**config.mk**
```make
export PLATFORM = sky130hd
export DESIGN_NAME = uart_tx_arbiter
export DESIGN_NICKNAME = d
export VERILOG_FILES = /design/src/rtl/uart_pkg.sv /design/src/rtl/rr_arbiter.sv /design/src/rtl/uart_tx_arbiter.sv
export SDC_FILE = /design/constraint.sdc
export NUM_CORES = 1
export LEC_CHECK = 0
export CAP_MARGIN = 20
export CORE_AREA = 2 2 98 90
export CTS_CLUSTER_SIZE = 28
export DETAILED_ROUTE_END_ITERATION = 10
export DIE_AREA = 0 0 100 92
export PLACE_DENSITY_LB_ADDON = 0.2
export SYNTH_ARGS = -nofsm -noshare
export SYNTH_HDL_FRONTEND = slang
export SYNTH_SLANG_ARGS = --single-unit
```
**constraint.sdc**
```tcl
create_clock -name clk -period 9.4 [get_ports clk]
set_clock_uncertainty 0.1 [all_clocks]
set_input_delay 2.82 -clock clk [delete_from_list [all_inputs] [get_ports clk]]
set_output_delay 2.82 -clock clk [all_outputs]
set_load 0.005 [all_outputs]
```
**src/rtl/uart_pkg.sv**
```systemverilog
// Shared types for the UART transmit arbiter slice.
// Frame config layout, FSM states and timeout defaults.
package uart_pkg;

  localparam int DATA_W       = 8;
  localparam int CFG_W        = 6;
  localparam int TMR_W        = 16;
  localparam int START_TO_DEF = 1024;
  localparam int FRAME_TO_DEF = 65535;

  // Field order matches {baud_rate, parity_type, stop_bits, data_length}
  typedef struct packed {
    logic [1:0] baud_rate;
    logic [1:0] parity_type;
    logic       stop_bits;
    logic       data_length;
  } uart_cfg_t;

  typedef enum logic [2:0] {
    IDLE,
    LOAD,
    START,
    RUN,
    DONE
  } arb_state_t;

endpackage

```
**src/rtl/rr_arbiter.sv**
```systemverilog
// Combinational round-robin pick starting at ptr.
// Owner index and one-hot grant are valid only when found is high.
module rr_arbiter #(
  parameter int N_REQ = 4,
  localparam int PW = (N_REQ > 1) ? $clog2(N_REQ) : 1
) (
  input  logic [N_REQ-1:0] req,
  input  logic [PW-1:0]    ptr,
  input  logic             en,
  output logic [N_REQ-1:0] gnt,
  output logic [PW-1:0]    owner,
  output logic             found
);

  int idx;

  always_comb begin
    gnt   = '0;
    owner = '0;
    found = 1'b0;
    idx   = 0;
    for (int k = 0; k < N_REQ; k++) begin
      idx = int'(ptr) + k;
      if (idx >= N_REQ) idx = idx - N_REQ;
      if (en && !found && req[idx]) begin
        found    = 1'b1;
        gnt[idx] = 1'b1;
        owner    = PW'(idx);
      end
    end
  end

endmodule

```
**src/rtl/uart_tx_arbiter.sv**
```systemverilog
// Round-robin owner of one uart_tx: latches a byte and config,
// runs the send/tx_active/tx_done handshake, then acks and rotates.
import uart_pkg::*;

module uart_tx_arbiter #(
  parameter int N_REQ    = 4,
  parameter int START_TO = START_TO_DEF,
  parameter int FRAME_TO = FRAME_TO_DEF,
  localparam int PW = (N_REQ > 1) ? $clog2(N_REQ) : 1
) (
  input  logic                   clk,
  input  logic                   arst_n,
  input  logic [N_REQ-1:0]       req,
  input  logic [DATA_W*N_REQ-1:0] req_data,
  input  logic [CFG_W*N_REQ-1:0] req_cfg,
  output logic [N_REQ-1:0]       grant,
  output logic [N_REQ-1:0]       ack,
  output logic                   err,
  output logic                   busy,
  output logic                   uart_send,
  output logic [7:0]             uart_data,
  output logic [1:0]             uart_baud_rate,
  output logic [1:0]             uart_parity_type,
  output logic                   uart_stop_bits,
  output logic                   uart_data_length,
  input  logic                   uart_tx_active,
  input  logic                   uart_tx_done
);

  arb_state_t       state;
  logic [PW-1:0]    ptr;
  logic [PW-1:0]    owner_q;
  logic [TMR_W-1:0] timer;
  logic [2:0]       act_s;
  logic [2:0]       done_s;
  uart_cfg_t        cfg_q;

  logic [N_REQ-1:0] arb_gnt;
  logic [PW-1:0]    arb_owner;
  logic             arb_found;

  rr_arbiter #(.N_REQ(N_REQ)) u_rr (
    .req   (req),
    .ptr   (ptr),
    .en    (state == IDLE),
    .gnt   (arb_gnt),
    .owner (arb_owner),
    .found (arb_found)
  );

  logic             act_rise;
  logic             done_rise;
  logic [TMR_W:0]   timer_inc;
  logic [TMR_W-1:0] timer_sat;
  logic             start_hit;
  logic             frame_hit;
  logic [PW-1:0]    ptr_nxt;

  assign act_rise  = act_s[1] & ~act_s[2];
  assign done_rise = done_s[1] & ~done_s[2];
  assign timer_inc = {1'b0, timer} + 1'b1;
  assign timer_sat = timer_inc[TMR_W] ? '1 : timer_inc[TMR_W-1:0];
  // Expiry fires on the cycle the count reaches the limit
  assign start_hit = timer_inc >= (TMR_W+1)'(START_TO);
  assign frame_hit = timer_inc >= (TMR_W+1)'(FRAME_TO);
  assign ptr_nxt   = (int'(owner_q) == N_REQ - 1) ?
                     '0 : owner_q + 1'b1;

  assign uart_baud_rate   = cfg_q.baud_rate;
  assign uart_parity_type = cfg_q.parity_type;
  assign uart_stop_bits   = cfg_q.stop_bits;
  assign uart_data_length = cfg_q.data_length;

  always_ff @(posedge clk) begin
    if (!arst_n) begin
      state     <= IDLE;
      ptr       <= '0;
      owner_q   <= '0;
      timer     <= '0;
      act_s     <= '0;
      done_s    <= '0;
      cfg_q     <= '0;
      grant     <= '0;
      ack       <= '0;
      err       <= 1'b0;
      busy      <= 1'b0;
      uart_send <= 1'b0;
      uart_data <= '0;
    end else begin
      act_s  <= {act_s[1:0], uart_tx_active};
      done_s <= {done_s[1:0], uart_tx_done};
      ack    <= '0;
      err    <= 1'b0;
      unique case (state)
        IDLE: begin
          if (arb_found) begin
            grant     <= arb_gnt;
            owner_q   <= arb_owner;
            busy      <= 1'b1;
            uart_data <= req_data[int'(arb_owner)*DATA_W +: DATA_W];
            cfg_q     <= uart_cfg_t'(req_cfg[int'(arb_owner)*CFG_W +: CFG_W]);
            state     <= LOAD;
          end
        end
        LOAD: begin
          uart_send <= 1'b1;
          timer     <= '0;
          state     <= START;
        end
        START: begin
          if (act_rise) begin
            uart_send <= 1'b0;
            timer     <= '0;
            state     <= RUN;
          end else if (start_hit) begin
            uart_send <= 1'b0;
            ack       <= grant;
            err       <= 1'b1;
            state     <= DONE;
          end else begin
            timer <= timer_sat;
          end
        end
        RUN: begin
          if (done_rise) begin
            ack   <= grant;
            state <= DONE;
          end else if (frame_hit) begin
            ack   <= grant;
            err   <= 1'b1;
            state <= DONE;
          end else begin
            timer <= timer_sat;
          end
        end
        DONE: begin
          grant <= '0;
          busy  <= 1'b0;
          ptr   <= ptr_nxt;
          state <= IDLE;
        end
        default: state <= IDLE;
      endcase
    end
  end

endmodule
```
==> key figures, run 1 <==
Final layout
  • Finished Layout Cells: 577
  • Synth-to-layout area growth: 28.0%
  • Leading cell type in the layout, fill and taps excluded: clkdlybuf4s50_1
  • Most frequent cells in the layout: clkdlybuf4s50_1 (88), dfxtp_1 (54), nand2_1 (43), mux2i_1 (34), a21oi_1 (28)
  • Share of cells above drive strength 1: 0.0695
  • Antenna cells: 0
  • Fill cells: 787
  • Final net count: 549

STA
  • Final slew viol count: 0
  • F_max: 0.188 GHz
  • Final setup violation count: 0
  • Final worst-path cycle share: 0.566
  • Worst slew margin: 0.430
  • Setup repair after global routing missed its margin: no
  • Hold Fails Final Rpt: 0
  • Worst Tran Pin Value: 0.851 ns
  • Fin crit period: 5.32 ns
  • Sum Neg Setup Slack: 0 ns

Logic synthesis
  • Syn_nets: 484
  • Post-Syn Instances: 409
  • EDFF count, synth: 0
  • Post-Syn Area: 0.00345 mm^2
  • Avg Inst Size Synth: 8.43 um^2
  • Synth Flop Type: dfxtp_1
  • Seq cells post-synth: 54
  • Register area share after synthesis: 0.313
  • Async set-reset flop share out of synthesis: 0
  • Ys Warns: 0
  • Synth unique cells: 65

Setup path
  • Worst Path Class, Setup: input pin to flip-flop
  • Worst Reg-to-Reg Cells: 8
  • Worst setup EP type: flip-flop
  • Critical path arrival: 5.44 ns
  • Critical Path, Cell by Cell: clkdlybuf4s50_1 > nor4bb_1 > o21ai_0 > o21a_1 > a2111oi_0 > a21oi_1 > or3_1 > o221ai_1
  • CP startpoint kind: input pin
  • Crit-path slowest cell: clkdlybuf4s50_1
  • FF-to-FF Start: timer[0]$_SDFFE_PN0P_
  • CP max stage delay: 0.62 ns
  • Worst-path fanout max: 14
  • Worst EP required: 9.52 ns
  • Crit path from: req[1]

Detailed routing
  • DR WL/cell: 15.5 um
  • Drt first-iter violations: 112
  • Final antenna-violating net count: 0
  • Avg Vias per Cell: 5.68
  • Vias: 3279
  • Detailed-route DRC error count: 0
  • Final WL: 8.97 mm
  • DR pass1 iterations: 4

Global routing
  • Met2 Use GR: 0.325
  • Largest net degree at the start of global routing: 30
  • Met1 usage: 0.259
  • GR Util All Layers: 0.197
  • Vias in the first global route: 3257
  • Initial antenna violation count: 0
  • Grt ovf: 0
  • Met3 Usage GRT: 0.0495
  • First-pass GRT wire length: 15.1 mm
  • Most used routing layer: met2

Clock network
  • CTS tree: done
  • Clock latency at the later pin of the worst-skew pair: 0.32 ns
  • Worst-path clk slew: 0.11 ns
  • CTS H-tree lvls: 2
  • CTS sink count: 54
  • Total CTS buffers: 5
  • Root Buffer Master: clkbuf_8
  • Max clock buf depth: 2
  • Post-CTS setup buffers: 0
  • Hold buffers post-CTS: 0
  • Post_cts resized: 0

Die
  • Die height: 92 um
  • # IOs: 89
  • Initial Util: 0.414
  • Die area: 0.00920 mm^2
  • Core Rows: 32
  • DIE WIDTH: 100 um
  • CORE AREA: 0.00833 mm^2

Place
  • Routability cong.: 0.912
  • Port Buffer Count: 88
  • HPWL after DPL: 6.74 mm
  • Placed cell count: 568

Job
  • Max cap viols: 0

Min path
  • Hold_sp: done_s[0]$_SDFF_PN0_
  • Min-delay worst type: flip-flop to flip-flop
  • Hold Path Depth: 1

Pwr
  • Maximum vdd drop: 0.0829 mV
  • Static leakage: 1.66 nW
  • Power per Cell Area: 157 mW/mm^2

Outcome
  • Outcome: completed
critical path, delay by kind of cell:
| kind | cells | cell delay (ns) |
|---|---|---|
| AND/OR/NAND/NOR | 2 | 0.90 |
| AO/OA/AOI/OAI | 5 | 1.09 |
| buffers and inverters | 1 | 0.62 |
routing by layer:
| layer | vias up | part of all wire |
|---|---|---|
| met3 | 10 | 0.067 |
| li1 | 1656 | - |
| met4 | 0 | 0.0093 |
| met2 | 96 | 0.47 |
| met1 | 1517 | 0.45 |
| met5 | - | 0 |
flip-flops by register name (all words and copies together) (netlist names):
signal and count:
busy 1, state 3, ack 4, done_s 3, ptr 2, uart_data 8
uart_send 1, uart_baud_rate 2, uart_parity_type 2, grant 4, act_s 3, err 1
timer 16, owner_q 2, uart_stop_bits 1, uart_data_length 1
final timing paths:
check,endpoint,slack (ns)
worst min register to register,done_s[1]$_SDFF_PN0_,0.36
worst max register to register,timer[5]$_SDFFE_PN0P_,5.82
worst max-delay path,uart_data[5]$_SDFFE_PN0P_,4.08
worst min-delay path,done_s[1]$_SDFF_PN0_,0.36
through the flow:
step           worst slack [ns]   util  hold WS, ns  power [W]  instance area [um^2]
2_1_floorplan              4.41      -        0.312   0.000427                  3450
3_3_place_gp               3.89  0.515        0.321   0.000527                  4290
3_5_place_dp               3.73  0.515        0.321   0.000530                  4290
4_1_cts                    4.07  0.529        0.357   0.000696                  4410
5_1_grt                    3.88  0.530        0.379   0.000735                  4410
6_report                   4.08  0.530        0.356   0.000695                  4410
report_power, final:
part | switching (W) | total, W | internal [W]
logic | 0.000125 | 0.000244 | 0.000118
clock network | 0.0000861 | 0.000167 | 0.0000814
registers | 0.0000251 | 0.000283 | 0.000258
total | 0.000237 | 0.000695 | 0.000458
area by class of cell:
class,instances,area (um^2),area share
sequential,54,1080,0.245
multi-input combinational,312,2150,0.487
tap,102,128,0.0289
clock inverter,3,48.8,0.0111
inverter,11,41.3,0.00936
timing repair buffer,90,896,0.203
clock buffer,5,68.8,0.0156
cell usage after synthesis (2+ instances only):
cell       count  area, um^2
nand3_1        9        45.0
a32oi_1        2        17.5
buf_6          2        22.5
nand2_1       43         161
o211ai_1       2        15.0
o221ai_1      15         131
o31ai_1        2        15.0
nor3b_1        2        15.0
buf_4          4        30.0
clkbuf_1      17        63.8
ha_1          11         138
nor3_1        15        75.1
nor4b_1        2        17.5
nand2b_1       2        12.5
nor2_1        24        90.1
and3_2         2        15.0
nand4_1        6        37.5
nor2b_1        3        18.8
xnor2_1        7        61.3
o21a_1         2        15.0
o32ai_1        2        17.5
or3_1          4        25.0
o21ai_0       17        85.1
nand3_4        3        52.6
a31oi_1       19         119
buf_1          2        7.51
and2_1        12        75.1
inv_1         11        41.3
a21oi_1       28         140
or2_2          3        18.8
o2111ai_1      2        17.5
buf_2          4        20.0
nor4_1         5        31.3
clkbuf_8       2        27.5
mux2i_1       34         340
o221a_2        4        45.0
dfxtp_1       54        1080
a222oi_1       4        40.0
cell families (layout without fill, tap and decap cells):
family,count (synthesis),after routing,share of synthesized area
buf+inv,43,109,0.0631
flops,54,54,0.313
compound gates,109,109,0.218
simple gates,149,149,0.239
mux,36,36,0.108
xor+xnor,7,7,0.0178
fa+ha+maj,11,11,0.0399
Note: power is estimated with default switching activity, not from simulation.
==> inputs of run 2 (changes only) <==
Clock period 9.4 ns to 5 ns, I/O delays scaled along.
==> run 2 against run 1 <==
Net effect: routed wire length up 2.3%; final area grew 0.17%; cell count grew 0.17%; register-to-register slack worse by 4.4 ns; largest cell class unchanged; core utilization grew 0.090 points.
==> key figures, run 2 (synthesis results as in run 1) <==
Setup path
  • CP delay by family, top: compound AO/OA/AOI/OAI gates
  • CP bufs+invs: 1 (unchanged)
  • Critical Path, Cell by Cell: clkdlybuf4s50_1 > nor4bb_1 > o21ai_0 > o21a_1 > a2111oi_0 > a21oi_1 > or3_1 > o221ai_1
  • R2r setup slk: 1.45 ns (-4.37 ns)
  • Crit-path slowest cell: clkdlybuf4s50_1
  • Worst setup EP type: flip-flop
  • Worst EP required: 5.14 ns (-4.38 ns)
  • Worst Path Class, Setup: input pin to flip-flop
  • CP startpoint kind: input pin
  • Worst-path fanout max: 14 (unchanged)
  • CP max stage delay: 0.63 ns (about the same)
  • Critical path arrival: 4.09 ns (-1.35 ns)

Detailed routing
  • DR pass1 iterations: 4 (unchanged)
  • Avg Vias per Cell: 5.77 (+1.6%)
  • DR WL/cell: 15.9 um (+2.1%)
  • Final antenna-violating net count: 0 (unchanged)
  • Drt first-iter violations: 152 (+36%)
  • Vias: 3336 (+1.7%)
  • Final WL: 9.17 mm (+2.3%)
  • Detailed-route DRC error count: 0 (unchanged)

Place
  • Routability cong.: 0.873 (-4.3%)
  • Port Buffer Count: 88 (unchanged)
  • Placement Cell Area: 0.00430 mm^2 (+0.35%)
  • Placed cell count: 570 (+0.35%)
  • HPWL after DPL: 6.74 mm (about the same)

Clock network
  • Hold buffers post-CTS: 0 (unchanged)
  • CTS tree: done
  • Clock latency at the later pin of the worst-skew pair: 0.32 ns (about the same)
  • Root Buffer Master: clkbuf_8
  • CTS H-tree lvls: 2 (unchanged)
  • Post-CTS setup buffers: 0 (unchanged)
  • CTS sink count: 54 (unchanged)
  • Worst-path clk slew: 0.11 ns (about the same)
  • Total CTS buffers: 5 (unchanged)
  • Post_cts resized: 0 (unchanged)
  • Max clock buf depth: 2 (unchanged)

Final layout
  • Final Util: 0.531 (+0.000901)
  • Fill cells: 823 (+4.6%)
  • FF+latch area: 0.00108 mm^2 (unchanged)
  • Biggest regs: timer (16), uart_data (8)
  • Leading cell type in the layout, fill and taps excluded: clkdlybuf4s50_1
  • Final Cell Area: 0.00442 mm^2 (+0.17%)
  • Share of cells above drive strength 1: 0.0714 (+0.00195)
  • Finished Layout Cells: 578 (+0.17%)
  • Antenna cells: 0 (unchanged)
  • Final net count: 550 (+0.18%)
  • Most flops, register: timer
  • Synth-to-layout area growth: 28.2%
  • Largest register FFs: 16 (unchanged)
  • Most frequent cells in the layout: clkdlybuf4s50_1 (88), dfxtp_1 (54), nand2_1 (43), mux2i_1 (34), a21oi_1 (28)
  • Footprint of the multi-input gates: 0.00215 mm^2 (unchanged)

Pwr
  • Power per Cell Area: 297 mW/mm^2 (+89%)
  • Maximum vdd drop: 0.181 mV (+120%)
  • Static leakage: 1.66 nW (+0.33%)

Die
  • Initial Util: 0.414 (unchanged)
  • Core Rows: 32 (unchanged)
  • DIE WIDTH: 100 um (unchanged)
  • Die area: 0.00920 mm^2 (unchanged)
  • # IOs: 89 (unchanged)
  • Die height: 92 um (unchanged)
  • CORE AREA: 0.00833 mm^2 (unchanged)

Job
  • Max cap viols: 0 (unchanged)

STA
  • Fin crit period: 3.95 ns
  • F_max: 0.253 GHz
  • Final worst-path cycle share: 0.790
  • Final setup violation count: 0 (unchanged)
  • Worst Tran Pin Value: 1.05 ns (+0.200 ns)
  • Sum Neg Setup Slack: 0 ns (unchanged)
  • Final slew viol count: 0 (unchanged)
  • Hold Fails Final Rpt: 0 (unchanged)
  • Worst slew margin: 0.295 (-0.136)
  • Setup repair after global routing missed its margin: no

Outcome
  • Outcome: completed

Global routing
  • First-pass GRT wire length: 15.2 mm (+0.41%)
  • Largest net degree at the start of global routing: 30 (unchanged)
  • Initial antenna violation count: 0 (unchanged)
  • Vias in the first global route: 3185 (-2.2%)
  • Grt ovf: 0 (unchanged)
  • GR Util All Layers: 0.198 (+0.00112)

Min path
  • Min-delay worst type: flip-flop to flip-flop
-- run 2: metal layers --
layer  track usage  vias to the layer above  wire length, um
li1              -                     1656                -
met4        0.0331                        0               80
met5             0                        -                0
met2         0.312                      115             4310
met1         0.273                     1556             4070
met3        0.0610                        9              712
-- run 2: layout make-up --
| type | instances | share of cell area |
|---|---|---|
| sequential | 54 | 0.245 |
| timing repair buffer | 91 | 0.204 |
| clock buffer | 5 | 0.0156 |
| multi-input combinational | 312 | 0.486 |
| clock inverter | 3 | 0.0110 |
| tap | 102 | 0.0289 |
| inverter | 11 | 0.00934 |
-- run 2: worst reg2reg max path: cells and delay by family, from the launching register on --
family / cells / cell delay, ns
AO/OA/AOI/OAI: 5 / 1.08
adder cells (fa/ha/maj): 1 / 0.47
AND/OR/NAND/NOR: 2 / 0.90
buffers and inverters: 1 / 0.21
flip-flops: 1 / 0.71
-- run 2: final timing paths --
| path | depth (start not counted) | from | end |
|---|---|---|---|
| min | 1 | done_s[0]$_SDFF_PN0_ | done_s[1]$_SDFF_PN0_ |
| max reg2reg | 9 | ptr[0]$_SDFFE_PN0P_ | uart_data[7]$_SDFFE_PN0P_ |
| max | 8 | req[1] | uart_data[7]$_SDFFE_PN0P_ |
| min reg2reg | 1 | done_s[0]$_SDFF_PN0_ | done_s[1]$_SDFF_PN0_ |
-- run 2: stage by stage --
stage / hold WS (ns) / power (W) / setup WS (ns)
after CTS: 0.353 / 0.00132 / 1.08
after floorplan: 0.312 / 0.000802 / 1.33
after detailed placement: 0.319 / 0.00100 / 0.729
final: 0.351 / 0.00131 / 1.05
after global placement: 0.324 / 0.000997 / 0.820
after global routing: 0.362 / 0.00139 / 0.844
-- run 2: report_power, final --
part	internal (W)	switching [W]	leakage [nW]
sequential	0.000486	0.0000470	0.441
clock	0.000153	0.000164	0.0563
combinational	0.000226	0.000238	1.17
